--- src/rtl/wavelet_scheduler.sv ---
// wavelet_scheduler: shifts accepted samples into a tap delay line, walks filter_sel over every channel of a shared FIR, emits each sum via valid/ready.
// First result 1+FIR_LATENCY cycles after accept; EMIT holds everything stable under out_ready=0. WAVELET_SCHED_FLUSH_EN adds an IDLE-only flush input.
module wavelet_scheduler #(
   parameter int BITS_PER_ELEM = 8,
   parameter int NUM_ELEM      = 7,
   parameter int NUM_FILTERS   = 4,
   parameter int SUM_WIDTH     = 12,
   parameter int FIR_LATENCY   = 1,
   localparam int SEL_W        = (NUM_FILTERS > 1) ? $clog2(NUM_FILTERS) : 1
) (
   input  logic                              clk,
   input  logic                              reset,
   input  logic                              in_valid,
   output logic                              in_ready,
   input  logic [BITS_PER_ELEM-1:0]          in_sample,
`ifdef WAVELET_SCHED_FLUSH_EN
   input  logic                              flush,
`endif
   output logic [NUM_ELEM*BITS_PER_ELEM-1:0] taps,
   output logic [SEL_W-1:0]                  filter_sel,
   input  logic [SUM_WIDTH-1:0]              fir_sum,
   output logic                              out_valid,
   input  logic                              out_ready,
   output logic [SUM_WIDTH-1:0]              out_sum,
   output logic [SEL_W-1:0]                  out_channel,
   output logic                              busy
);

   localparam int CNT_W = (FIR_LATENCY > 1) ? $clog2(FIR_LATENCY) : 1;
   localparam logic [CNT_W-1:0] WAIT_LOAD = CNT_W'(FIR_LATENCY - 1);
   localparam logic [SEL_W-1:0] LAST_SEL  = SEL_W'(NUM_FILTERS - 1);

   typedef enum logic [1:0] {IDLE, ISSUE, WAIT, EMIT} state_t;

   state_t                   state, state_nxt;
   logic [CNT_W-1:0]         wait_cnt, wait_cnt_nxt;
   logic [SEL_W-1:0]         sel_nxt;
   logic                     shift_en, clear_en, capture_en;
   logic                     flush_req;
   logic [BITS_PER_ELEM-1:0] line [NUM_ELEM];

`ifdef WAVELET_SCHED_FLUSH_EN
   assign flush_req = flush;
`else
   assign flush_req = 1'b0;
`endif

   always_ff @(posedge clk or posedge reset) begin
      if (reset) state <= IDLE;
      else       state <= state_nxt;
   end

   always_comb begin
      state_nxt    = state;
      wait_cnt_nxt = wait_cnt;
      sel_nxt      = filter_sel;
      shift_en     = 1'b0;
      clear_en     = 1'b0;
      capture_en   = 1'b0;
      in_ready     = 1'b0;
      out_valid    = 1'b0;
      busy         = 1'b1;
      unique case (state)
         IDLE: begin
            busy     = 1'b0;
            // flush outranks a sample and blocks the handshake for that cycle
            in_ready = !flush_req;
            if (flush_req) begin
               clear_en = 1'b1;
            end else if (in_valid) begin
               shift_en  = 1'b1;
               sel_nxt   = '0;
               state_nxt = ISSUE;
            end
         end
         ISSUE: begin
            wait_cnt_nxt = WAIT_LOAD;
            state_nxt    = WAIT;
         end
         WAIT: begin
            if (wait_cnt == '0) begin
               capture_en = 1'b1;
               state_nxt  = EMIT;
            end else begin
               wait_cnt_nxt = wait_cnt - CNT_W'(1);
            end
         end
         EMIT: begin
            out_valid = 1'b1;
            if (out_ready) begin
               if (filter_sel == LAST_SEL) begin
                  sel_nxt   = '0;
                  state_nxt = IDLE;
               end else begin
                  sel_nxt   = filter_sel + SEL_W'(1);
                  state_nxt = ISSUE;
               end
            end
         end
         default: state_nxt = IDLE;
      endcase
   end

   always_ff @(posedge clk or posedge reset) begin
      if (reset) begin
         wait_cnt    <= '0;
         filter_sel  <= '0;
         out_sum     <= '0;
         out_channel <= '0;
      end else begin
         wait_cnt   <= wait_cnt_nxt;
         filter_sel <= sel_nxt;
         if (capture_en) begin
            out_sum     <= fir_sum;
            out_channel <= filter_sel;
         end
      end
   end

   // Element 0 is the newest sample; the oldest falls off the far end.
   always_ff @(posedge clk or posedge reset) begin
      if (reset) begin
         for (int k = 0; k < NUM_ELEM; k++) line[k] <= '0;
      end else if (clear_en) begin
         for (int k = 0; k < NUM_ELEM; k++) line[k] <= '0;
      end else if (shift_en) begin
         for (int k = NUM_ELEM-1; k > 0; k--) line[k] <= line[k-1];
         line[0] <= in_sample;
      end
   end

   always_comb begin
      taps = '0;
      for (int k = 0; k < NUM_ELEM; k++)
         taps[k*BITS_PER_ELEM +: BITS_PER_ELEM] = line[k];
   end

endmodule

--- config.mk ---
export PLATFORM = sky130hd
export DESIGN_NAME = wavelet_scheduler
export DESIGN_NICKNAME = d
export VERILOG_FILES = /design/src/rtl/wavelet_scheduler.sv
export SDC_FILE = /design/constraint.sdc
export NUM_CORES = 1
export LEC_CHECK = 0
export BUFFER_PORTS_ARGS = -buffer_cell sky130_fd_sc_hd__buf_2
export CORE_ASPECT_RATIO = 1.2
export CORE_MARGIN = 2
export CORE_UTILIZATION = 40
export CTS_BUF_LIST = sky130_fd_sc_hd__clkbuf_16
export DETAILED_ROUTE_END_ITERATION = 16
export GPL_TIMING_DRIVEN = 1
export PLACE_DENSITY = 0.65
export SYNTH_ARGS = -nofsm -noshare
export SYNTH_HDL_FRONTEND = slang
export SYNTH_SLANG_ARGS = --single-unit
--- constraint.sdc ---
create_clock -name clk -period 4 [get_ports clk]
set_input_delay 1.2 -clock clk [delete_from_list [all_inputs] [get_ports clk]]
set_output_delay 1.2 -clock clk [all_outputs]
set_load 0.05 [all_outputs]
; After elaboration in Yosys (flattened, before gate mapping)
; Index checks and enable logic that the tools add are counted.
[totals]
word_cells = 44
in_bits = 24
output_inout_bits = 75
register_bits = 75
[op_classes]
n_reduce_logical = 5
add_sub_neg = 2
n_eq_ne = 7
n_mux = 18
[op_table]
columns = cell, count
row1 = 2-bit 2-to-1 mux, 6
row2 = 1-bit 2-to-1 mux, 9
row3 = 2-bit case mux with 4 select lines, 1
row4 = "2-bit == test, second input constant", 3
row5 = "2-bit != test, second input constant", 3
row6 = 3-bit AND reduction, 2
row7 = 2-bit case mux with 2 select lines, 1
row8 = 2-bit nonzero test, 2
row9 = "2-bit by 1-bit adder with 2-bit output, second input constant", 1
row10 = "2-bit by 1-bit == test with 1-bit output, second input constant", 1
row11 = 2-bit zero test, 1
row12 = 1-bit case mux with 2 select lines, 1
row13 = "1-bit subtractor, second input constant", 1

; Depth between registers and ports, before layout
; Gate-level depths: netlist of run 1.
[depth]
depth_word = 4
mapped_depth = 6
depth_no_buf = 5

; Worst setup path before layout of run 1
; OpenSTA, ideal clock, no wires.
[synth_path]
path_kind = reg2out
start = reg state[0]
end = out busy
arrival_ps = 1399
path_stages_with_launch = 4
required_time_ps = 2800
slack_ps = 1401
path_buffers = 0
path_cell_list = dfrtp_1 > inv_1 > ha_1 > inv_1
[synth_via]
elab_chain_len = 2
[synth_rtl]
columns = item, line_no
row1 = start: declaration, 35  ; state_t state, state_nxt;
row2 = start signal: assignment, 50  ; else state <= state_nxt;
row3 = 2-bit zero test, 63  ; unique case (state)
row4 = 1-bit 2-to-1 mux, 63
row5 = end: declaration, 26  ; output logic busy
; No other way between the ends.

; Worst setup path after layout of run 1
[layout_path]
start = reg state[0]
end = out in_ready
[layout_via]
elab_chain_len = 2
[layout_rtl]
columns = item, line_no
row1 = 2-bit zero test, 63
row2 = 1-bit 2-to-1 mux, 63
row3 = end: declaration, 14  ; output logic in_ready,
; No other way between the ends.

==> insert_results.sql, run 1 <==
INSERT INTO impl_metrics (metric_group, metric, value, unit) VALUES
('logic_synthesis', 'synth_sequential_area_ratio', '0.6058', ''),
('placement', 'placement.setup.worst_slack', '1.424', 'ns'),
('detailed_routing', 'route.vias.total', '1776', ''),
('placement', 'dp_hpwl', '3741', 'um'),
('floorplanning', 'design.die.area', '8360', 'um2'),
('critical_path', 'startpoint_type', 'flip-flop', ''),
('clock_network', 'cts_max_path_buffers', '2', ''),
('clock_network', 'numClockSinks', '74', ''),
('sta', 'hold_viol_final', '0', ''),
('critical_path', 'ordered_list_of_cells_on_the_worst_path', 'inv_1, ha_1, buf_2', ''),
('logic_synthesis', 'synth_simple_gate_area_frac', '0.01883', ''),
('detailed_routing', 'drt-initial-drc-count', '69', ''),
('clock_network', 'clock_input_transition_at_the_sequential_cells_of_the_worst_setup_and_hold_paths', '0.06', 'ns'),
('global_routing', 'grtUsageTotal', '0.1357', ''),
('critical_path', 'buffers_plus_inverters_on_the_worst_setup_path', '2', ''),
('sta', 'slew_headroom', '0.3593', ''),
('floorplanning', 'placementRows', '34', ''),
('sta', 'final.setup.worst_slack', '1.349', 'ns'),
('floorplanning', 'design.core.area', '7317', 'um2'),
('sta', 'tns', '0', 'ns'),
('placement', 'port-buffer-count', '98', ''),
('clock_network', 'cts.repair_timing.setup_buffer_count', '0', ''),
('critical_path', 'slowest_delay', '0.41', 'ns'),
('logic_synthesis', 'arithmetic_cell_share_of_the_synthesized_area_counting_full_adders_half_adders_and_majority_gates', '0.02456', ''),
('global_routing', 'grt_max_degree', '59', ''),
('global_routing', 'number_of_antenna_violations_at_the_first_check_in_global_routing', '0', ''),
('detailed_routing', 'drt-total-wl', '5358', 'um'),
('clock_network', 'htree_levels', '3', ''),
('critical_path', 'path_class', 'reg2out', ''),
('logic_synthesis', 'synth_warnings', '0', ''),
('logic_synthesis', 'post_synth.cell_area_avg', '17.17', 'um2'),
('logic_synthesis', 'synth_top_family_by_area', 'multiplexers', ''),
('critical_path', 'cell_with_the_biggest_individual_delay_on_the_critical_path', 'sky130_fd_sc_hd__dfrtp_1', ''),
('sta', 'grt_setup_unrepaired', 'false', ''),
('detailed_routing', 'viasPerCell', '4.711', ''),
('placement', 'place.gp.congestion', '0.6843', ''),
('critical_path', 'critical_path_required', '2.80', 'ns'),
('detailed_routing', 'drc', '0', ''),
('critical_path', 'worst_setup_path_end_kind', 'primary output', ''),
('sta', 'max_frequency', '377.2', 'MHz'),
('logic_synthesis', 'post_synth_mux_area_share', '0.3176', ''),
('critical_path', 'path_delay_family', 'buffers and inverters', ''),
('logic_synthesis', 'ys_ff_latch', '74', ''),
('logic_synthesis', 'synth.cell_area', '3057', 'um2'),
('job', 'max_cap_viol_count', '0', ''),
('logic_synthesis', 'syn_nets', '208', ''),
('detailed_routing', 'detailedRoute.firstPassIterationCount', '2', ''),
('cells_and_area', 'final_nets', '312', ''),
('clock_network', 'clk_root_buffer_cell', 'sky130_fd_sc_hd__clkbuf_16', ''),
('logic_synthesis', 'netlist-cell-type-count', '16', ''),
('floorplanning', 'die_height', '99.76', 'um'),
('run_status', 'status', 'completed', ''),
('global_routing', 'first_global_vias', '1746', ''),
('clock_network', 'cts_tree', 'yes', ''),
('logic_synthesis', 'synth_compound_area_frac', '0.006549', ''),
('clock_network', 'hold_buffers', '0', ''),
('clock_network', 'insertion_delay', '0.32', 'ns'),
('floorplanning', 'ios', '99', ''),
('logic_synthesis', 'synth_xor_xnor_area_share', '0', ''),
('critical_path', 'worst_ep_arrival_time', '1.45', 'ns'),
('cells_and_area', 'layout-drive-gt1-share', '0.6620', ''),
('clock_network', 'cts_repair_resize_count', '0', ''),
('detailed_routing', 'route.detailed.wl_per_inst', '14.21', 'um'),
('clock_network', 'cts-buffers-inserted', '9', ''),
('sta', 'timing.clock.skew', '0.005042', 'ns'),
('sta', 'finalSetupViolCount', '0', ''),
('logic_synthesis', 'synthesis.instances', '178', ''),
('critical_path', 'critPathMaxFanout', '5', ''),
('detailed_routing', 'route.antenna.remaining_nets', '0', ''),
('cells_and_area', 'area_growth_syn_to_layout', '28.00', '%'),
('cells_and_area', 'antenna_cells', '0', ''),
('sta', 'timing_worst_slew_pin_value', '0.9600', 'ns'),
('worst_hold_path', 'holdCritPathClass', 'reg2reg', ''),
('global_routing', 'grt_first_pass_wirelength', '8845', 'um'),
('sta', 'timing.final.crit_share', '0.6627', ''),
('sta', 'timing_max_transition_violations_final', '0', ''),
('floorplanning', 'dieWidth', '83.80', 'um'),
('global_routing', 'globalRoute.totalOverflow', '0', ''),
('sta', 'fin_crit', '2.651', 'ns'),
('floorplanning', 'initial_cell_density_of_the_core', '0.4177', '');
==> synthesized netlist by cell type <==
library cell               instances  area [um2]
sky130_fd_sc_hd__nor2b_1           3       18.77
sky130_fd_sc_hd__o31ai_1           1       7.510
sky130_fd_sc_hd__buf_6             5       56.30
sky130_fd_sc_hd__o21ai_0           1       5.000
sky130_fd_sc_hd__nor2_1            3       11.26
sky130_fd_sc_hd__nor4_1            2       12.51
sky130_fd_sc_hd__inv_1             4       15.01
sky130_fd_sc_hd__and2b_1           1       7.510
sky130_fd_sc_hd__nand2_1           2       7.510
sky130_fd_sc_hd__o21bai_1          1       7.510
sky130_fd_sc_hd__buf_2             2       10.01
sky130_fd_sc_hd__dfrtp_1          74        1852
sky130_fd_sc_hd__mux2_4           40       600.6
sky130_fd_sc_hd__mux2_2           32       360.4
sky130_fd_sc_hd__mux2i_1           1       10.01
sky130_fd_sc_hd__ha_1              6       75.07
==> worst paths after layout <==
| path | slack, ns | from | cells after the start | end |
|---|---|---|---|---|
| max | 1.35 | state[0] | 3 | in_ready |
| min | 0.50 | out_sum[8] | 1 | out_sum[8] |
| max reg2reg | 1.95 | state[0] | 4 | taps[50] |
| min reg2reg | 0.50 | out_sum[8] | 1 | out_sum[8] |
| max in group asynchronous | 2.25 | reset | 3 | taps[21] |
| min in group asynchronous | 1.06 | reset | 2 | out_sum[3] |
==> cell families (layout without fill, tap and decap cells) <==
logic type,after synthesis,count (layout)
adders and majority gates,6,6
AOI/OAI and AO/OA,3,3
buffers and inverters,11,120
and+or+nand+nor,11,11
muxes,73,73
DFF,74,74
==> layer usage <==
layer	GRT usage	part of all wire	wire (um)
met1	0.1767	0.45	2396
met5	0	0	0
met3	0.03237	0.047	251
met4	0.07444	0.022	117
met2	0.2098	0.48	2593
==> placed cells by master (no fill, tap or decap) <==
cell / Yosys / layout
sky130_fd_sc_hd__buf_4: 0 / 2
sky130_fd_sc_hd__mux2_4: 40 / 40
sky130_fd_sc_hd__nor4_1: 2 / 2
sky130_fd_sc_hd__nand2_4: 0 / 1
sky130_fd_sc_hd__buf_2: 2 / 98
sky130_fd_sc_hd__mux2i_1: 1 / 1
sky130_fd_sc_hd__o21ai_0: 1 / 1
sky130_fd_sc_hd__nor2_1: 3 / 3
sky130_fd_sc_hd__ha_1: 6 / 6
sky130_fd_sc_hd__clkbuf_16: 0 / 9
sky130_fd_sc_hd__bufinv_16: 0 / 1
sky130_fd_sc_hd__and2b_1: 1 / 1
sky130_fd_sc_hd__clkinv_2: 0 / 3
sky130_fd_sc_hd__o21bai_1: 1 / 1
sky130_fd_sc_hd__nor2b_1: 3 / 3
sky130_fd_sc_hd__dfrtp_1: 74 / 74
sky130_fd_sc_hd__nand2_1: 2 / 1
sky130_fd_sc_hd__clkinvlp_4: 0 / 4
sky130_fd_sc_hd__inv_1: 4 / 3
sky130_fd_sc_hd__o31ai_1: 1 / 1
sky130_fd_sc_hd__mux2_2: 32 / 32
==> flip-flops by register name, summed over array words and instances (netlist names) <==
register,flops
out_sum,12
filter_sel,2
taps,56
state,2
out_channel,2
==> layout make-up <==
cell class              count  area (um2)
fillers                   658        3405
inverters                   4       16.27
multi-input cells          93        1131
clock inverters             7       70.07
repair buffers            100       505.5
clock buffers               9       225.2
well taps                  90       112.6
flip-flops and latches     74        1852
==> metrics by stage <==
step | hold slack [ns] | instances | utilization | cell area (um2)
6_report | 0.5010 | 377 | 0.5347 | 3913
4_1_cts | 0.5054 | 377 | 0.5347 | 3913
5_1_grt | 0.5116 | 377 | 0.5347 | 3913
2_1_floorplan | 0.5796 | 178 | - | 3057
3_3_place_gp | 0.4859 | 361 | 0.4944 | 3617
3_5_place_dp | 0.4918 | 361 | 0.4944 | 3617
Power of run 1 is left out: the tool's default activity adds up to more than one toggle a clock period on the data nets, which glitch-free logic cannot reach.
==> inputs of run 2 (changes only) <==
--- a/config.mk
+++ b/config.mk
@@ -5,6 +5,7 @@
 export SDC_FILE = /design/constraint.sdc
 export NUM_CORES = 1
 export LEC_CHECK = 0
+export ABC_AREA = 1
 export BUFFER_PORTS_ARGS = -buffer_cell sky130_fd_sc_hd__buf_2
 export CORE_ASPECT_RATIO = 1.2
 export CORE_MARGIN = 2
@@ -12,7 +13,7 @@
 export CTS_BUF_LIST = sky130_fd_sc_hd__clkbuf_16
 export DETAILED_ROUTE_END_ITERATION = 16
 export GPL_TIMING_DRIVEN = 1
-export PLACE_DENSITY = 0.65
+export PLACE_DENSITY = 0.68
 export SYNTH_ARGS = -nofsm -noshare
 export SYNTH_HDL_FRONTEND = slang
 export SYNTH_SLANG_ARGS = --single-unit
==> constraint.sdc (replaced) <==
create_clock -name clk -period 2.4 [get_ports clk]
set_input_delay 0.72 -clock clk [delete_from_list [all_inputs] [get_ports clk]]
set_output_delay 0.72 -clock clk [all_outputs]
set_load 0.05 [all_outputs]
==> run 2 against run 1 <==
Compared with the run above:
- via count rose by 34%
- cell count rose by 33%
- clock skew rose by 0.0014 ns
- first-iteration DRC count rose by 86%
- non-clock buffer count rose by 4
- largest cell class unchanged
- design area fell by 1.6%
- flip-flop and latch count did not move
==> insert_results.sql, run 2 <==
INSERT INTO impl_metrics (metric_group, metric, value, unit) VALUES
('critical_path', 'worst_ep_arrival_time', '1.56', 'ns'),
('critical_path', 'buffers_plus_inverters_on_the_worst_setup_path', '2', ''),
('clock_network', 'cts_max_path_buffers', '2', ''),
('critical_path', 'ordered_list_of_cells_on_the_worst_path', 'inv_1, ha_2, buf_2', ''),
('clock_network', 'clk_root_buffer_cell', 'sky130_fd_sc_hd__clkbuf_16', ''),
('logic_synthesis', 'synthesis.instances', '310', ''),
('placement', 'port-buffer-count', '98', ''),
('floorplanning', 'initial_cell_density_of_the_core', '0.4159', ''),
('floorplanning', 'design.die.area', '8278', 'um2'),
('sta', 'timing_max_transition_violations_final', '0', ''),
('clock_network', 'clock_input_transition_at_the_sequential_cells_of_the_worst_setup_and_hold_paths', '0.06', 'ns'),
('critical_path', 'critical_path_required', '1.68', 'ns'),
('critical_path', 'worst_setup_path_end_kind', 'primary output', ''),
('sta', 'timing.clock.skew', '0.006411', 'ns'),
('logic_synthesis', 'postSynth.topFlopCell', 'sky130_fd_sc_hd__dfrtp_1', ''),
('logic_synthesis', 'synth_top_cells_by_count', '117 x sky130_fd_sc_hd__nand2_1, 74 x sky130_fd_sc_hd__dfrtp_1, 50 x sky130_fd_sc_hd__nand3_1, 14 x sky130_fd_sc_hd__inv_1, 14 x sky130_fd_sc_hd__mux2_2', ''),
('sta', 'fin_crit', '2.281', 'ns'),
('logic_synthesis', 'post_synth.cell_area_avg', '9.759', 'um2'),
('sta', 'timing.final.crit_share', '0.9503', ''),
('floorplanning', 'placementRows', '34', ''),
('logic_synthesis', 'ys_ff_latch', '74', ''),
('placement', 'dp_hpwl', '4276', 'um'),
('clock_network', 'htree_levels', '3', ''),
('clock_network', 'hold_buffers', '0', ''),
('clock_network', 'cts.repair_timing.setup_buffer_count', '0', ''),
('clock_network', 'cts-buffers-inserted', '9', ''),
('clock_network', 'insertion_delay', '0.32', 'ns'),
('job', 'max_cap_viol_count', '0', ''),
('logic_synthesis', 'synth.top_cell.area_share', '0.6121', ''),
('logic_synthesis', 'syn_nets', '340', ''),
('cells_and_area', 'most_frequent_cells_in_the_layout', '116 x sky130_fd_sc_hd__nand2_1, 98 x sky130_fd_sc_hd__buf_2, 74 x sky130_fd_sc_hd__dfrtp_1, 50 x sky130_fd_sc_hd__nand3_1, 14 x sky130_fd_sc_hd__mux2_2', ''),
('worst_hold_path', 'worstHoldStart', 'taps[53]', ''),
('clock_network', 'cts_repair_resize_count', '0', ''),
('critical_path', 'crit-reg2reg-launch', 'state[0]', ''),
('sta', 'hold_viol_final', '0', ''),
('critical_path', 'setup.worst_path.start', 'state[0]', ''),
('logic_synthesis', 'netlist-cell-type-count', '14', ''),
('cells_and_area', 'final_common_cell', 'sky130_fd_sc_hd__nand2_1', ''),
('global_routing', 'number_of_antenna_violations_at_the_first_check_in_global_routing', '0', ''),
('global_routing', 'grt_most_used_layer', 'met2', ''),
('critical_path', 'slowest_delay', '0.41', 'ns'),
('logic_synthesis', 'synth.cell_area', '3025', 'um2'),
('sta', 'max_frequency', '438.4', 'MHz'),
('cells_and_area', 'largest_register_ff_count', '56', ''),
('cells_and_area', 'layout-drive-gt1-share', '0.3285', ''),
('clock_network', 'cts_tree', 'yes', ''),
('detailed_routing', 'drt-total-wl', '6433', 'um'),
('sta', 'tns', '0', 'ns'),
('logic_synthesis', 'synthMostInstantiatedCell', 'sky130_fd_sc_hd__nand2_1', ''),
('critical_path', 'path_delay_family', 'buffers and inverters', ''),
('sta', 'grt_setup_unrepaired', 'false', ''),
('logic_synthesis', 'proportion_of_register_bits_with_asynchronous_set_or_reset_after_synthesis', '1.000', ''),
('critical_path', 'critPathMaxFanout', '13', ''),
('floorplanning', 'dieWidth', '83.39', 'um'),
('critical_path', 'startpoint_type', 'flip-flop', ''),
('logic_synthesis', 'synthTopCellsByArea', 'sky130_fd_sc_hd__dfrtp_1 61%, sky130_fd_sc_hd__nand2_1 15%, sky130_fd_sc_hd__nand3_1 8.3%', ''),
('global_routing', 'grt_max_degree', '67', ''),
('global_routing', 'grt_first_pass_wirelength', '11180', 'um'),
('detailed_routing', 'drt-initial-drc-count', '128', ''),
('global_routing', 'first_global_vias', '2327', ''),
('detailed_routing', 'route.vias.total', '2381', ''),
('global_routing', 'grtUsageMet1', '0.2313', ''),
('global_routing', 'globalRoute.totalOverflow', '0', ''),
('placement', 'place.gp.congestion', '0.7233', ''),
('global_routing', 'grtUsageTotal', '0.1657', ''),
('run_status', 'status', 'completed', ''),
('global_routing', 'globalRouteMet3Util', '0.03817', ''),
('global_routing', 'grt_use_met2', '0.2568', ''),
('sta', 'timing_worst_slew_pin_value', '0.6357', 'ns'),
('cells_and_area', 'final_nets', '437', ''),
('logic_synthesis', 'synth_edf_count', '0', ''),
('floorplanning', 'ios', '99', ''),
('cells_and_area', 'area_growth_syn_to_layout', '27.21', '%'),
('clock_network', 'numClockSinks', '74', ''),
('worst_hold_path', 'holdCritPathClass', 'reg2reg', ''),
('logic_synthesis', 'synthDominantAreaCellType', 'sky130_fd_sc_hd__dfrtp_1', ''),
('floorplanning', 'design.core.area', '7274', 'um2'),
('detailed_routing', 'route.detailed.wl_per_inst', '12.84', 'um'),
('floorplanning', 'die_height', '99.27', 'um'),
('critical_path', 'cell_with_the_biggest_individual_delay_on_the_critical_path', 'sky130_fd_sc_hd__dfrtp_1', ''),
('cells_and_area', 'antenna_cells', '0', ''),
('detailed_routing', 'drc', '0', ''),
('detailed_routing', 'viasPerCell', '4.752', ''),
('detailed_routing', 'route.antenna.remaining_nets', '0', ''),
('sta', 'slew_headroom', '0.5753', ''),
('sta', 'finalSetupViolCount', '0', ''),
('logic_synthesis', 'synth_sequential_area_ratio', '0.6121', ''),
('detailed_routing', 'detailedRoute.firstPassIterationCount', '4', ''),
('critical_path', 'path_class', 'reg2out', ''),
('logic_synthesis', 'synth_warnings', '0', '');
## run 2: final cells by class
cell class / instances / area [um2]
fillers: 690 / 3426
flip-flops and latches: 74 / 1852
multi-input cells: 204 / 1007
repair buffers: 104 / 560.5
clock buffers: 9 / 225.2
well taps: 90 / 112.6
inverters: 14 / 56.30
clock inverters: 6 / 35.03
## run 2: worst paths after layout
kind | slack (ns) | to | depth (start not counted)
setup / recovery | 0.12 | in_ready | 3
hold / removal | 0.46 | taps[53] | 2
setup reg to reg | 0.41 | taps[50] | 7
hold reg to reg | 0.46 | taps[53] | 2
max in group asynchronous | 1.36 | taps[1] | 3
min in group asynchronous | 0.48 | out_sum[2] | 2
## run 2: cells by family after synthesis
group                    Yosys count  synth area share
multiplexers                      14           0.05211
adder cells (fa/ha/maj)            6           0.02481
AO/OA/AOI/OAI                     10           0.01654
AND/OR/NAND/NOR                  174            0.2378
buffers and inverters             32           0.05666
flip-flops                        74            0.6121
## run 2: layer usage
| layer | vias up | wire (um) |
|---|---|---|
| met5 | - | 0 |
| met4 | 0 | 43 |
| met3 | 4 | 346 |
| met2 | 72 | 2994 |
| met1 | 1117 | 3048 |
| li1 | 1188 | - |
## run 2: worst min-delay path, stage by stage, from the launching register on
cell and delay (ns):
sky130_fd_sc_hd__dfrtp_1 0.34, sky130_fd_sc_hd__nand2_1 0.05, sky130_fd_sc_hd__nand2_1 0.04
## run 2: per-stage QoR
step                      setup slack, ns    util  cells  hold slack, ns  area, um2
after floorplan                   0.02130       -    310          0.4944       3029
after global placement             0.4923  0.4933    486          0.4570       3588
after detailed placement           0.4151  0.4933    486          0.4587       3588
after CTS                         0.09747  0.5291    501          0.4728       3849
after global routing              0.02554  0.5291    501          0.5106       3849
final                              0.1192  0.5291    501          0.4647       3849
Power of run 2 is left out for the same reason.
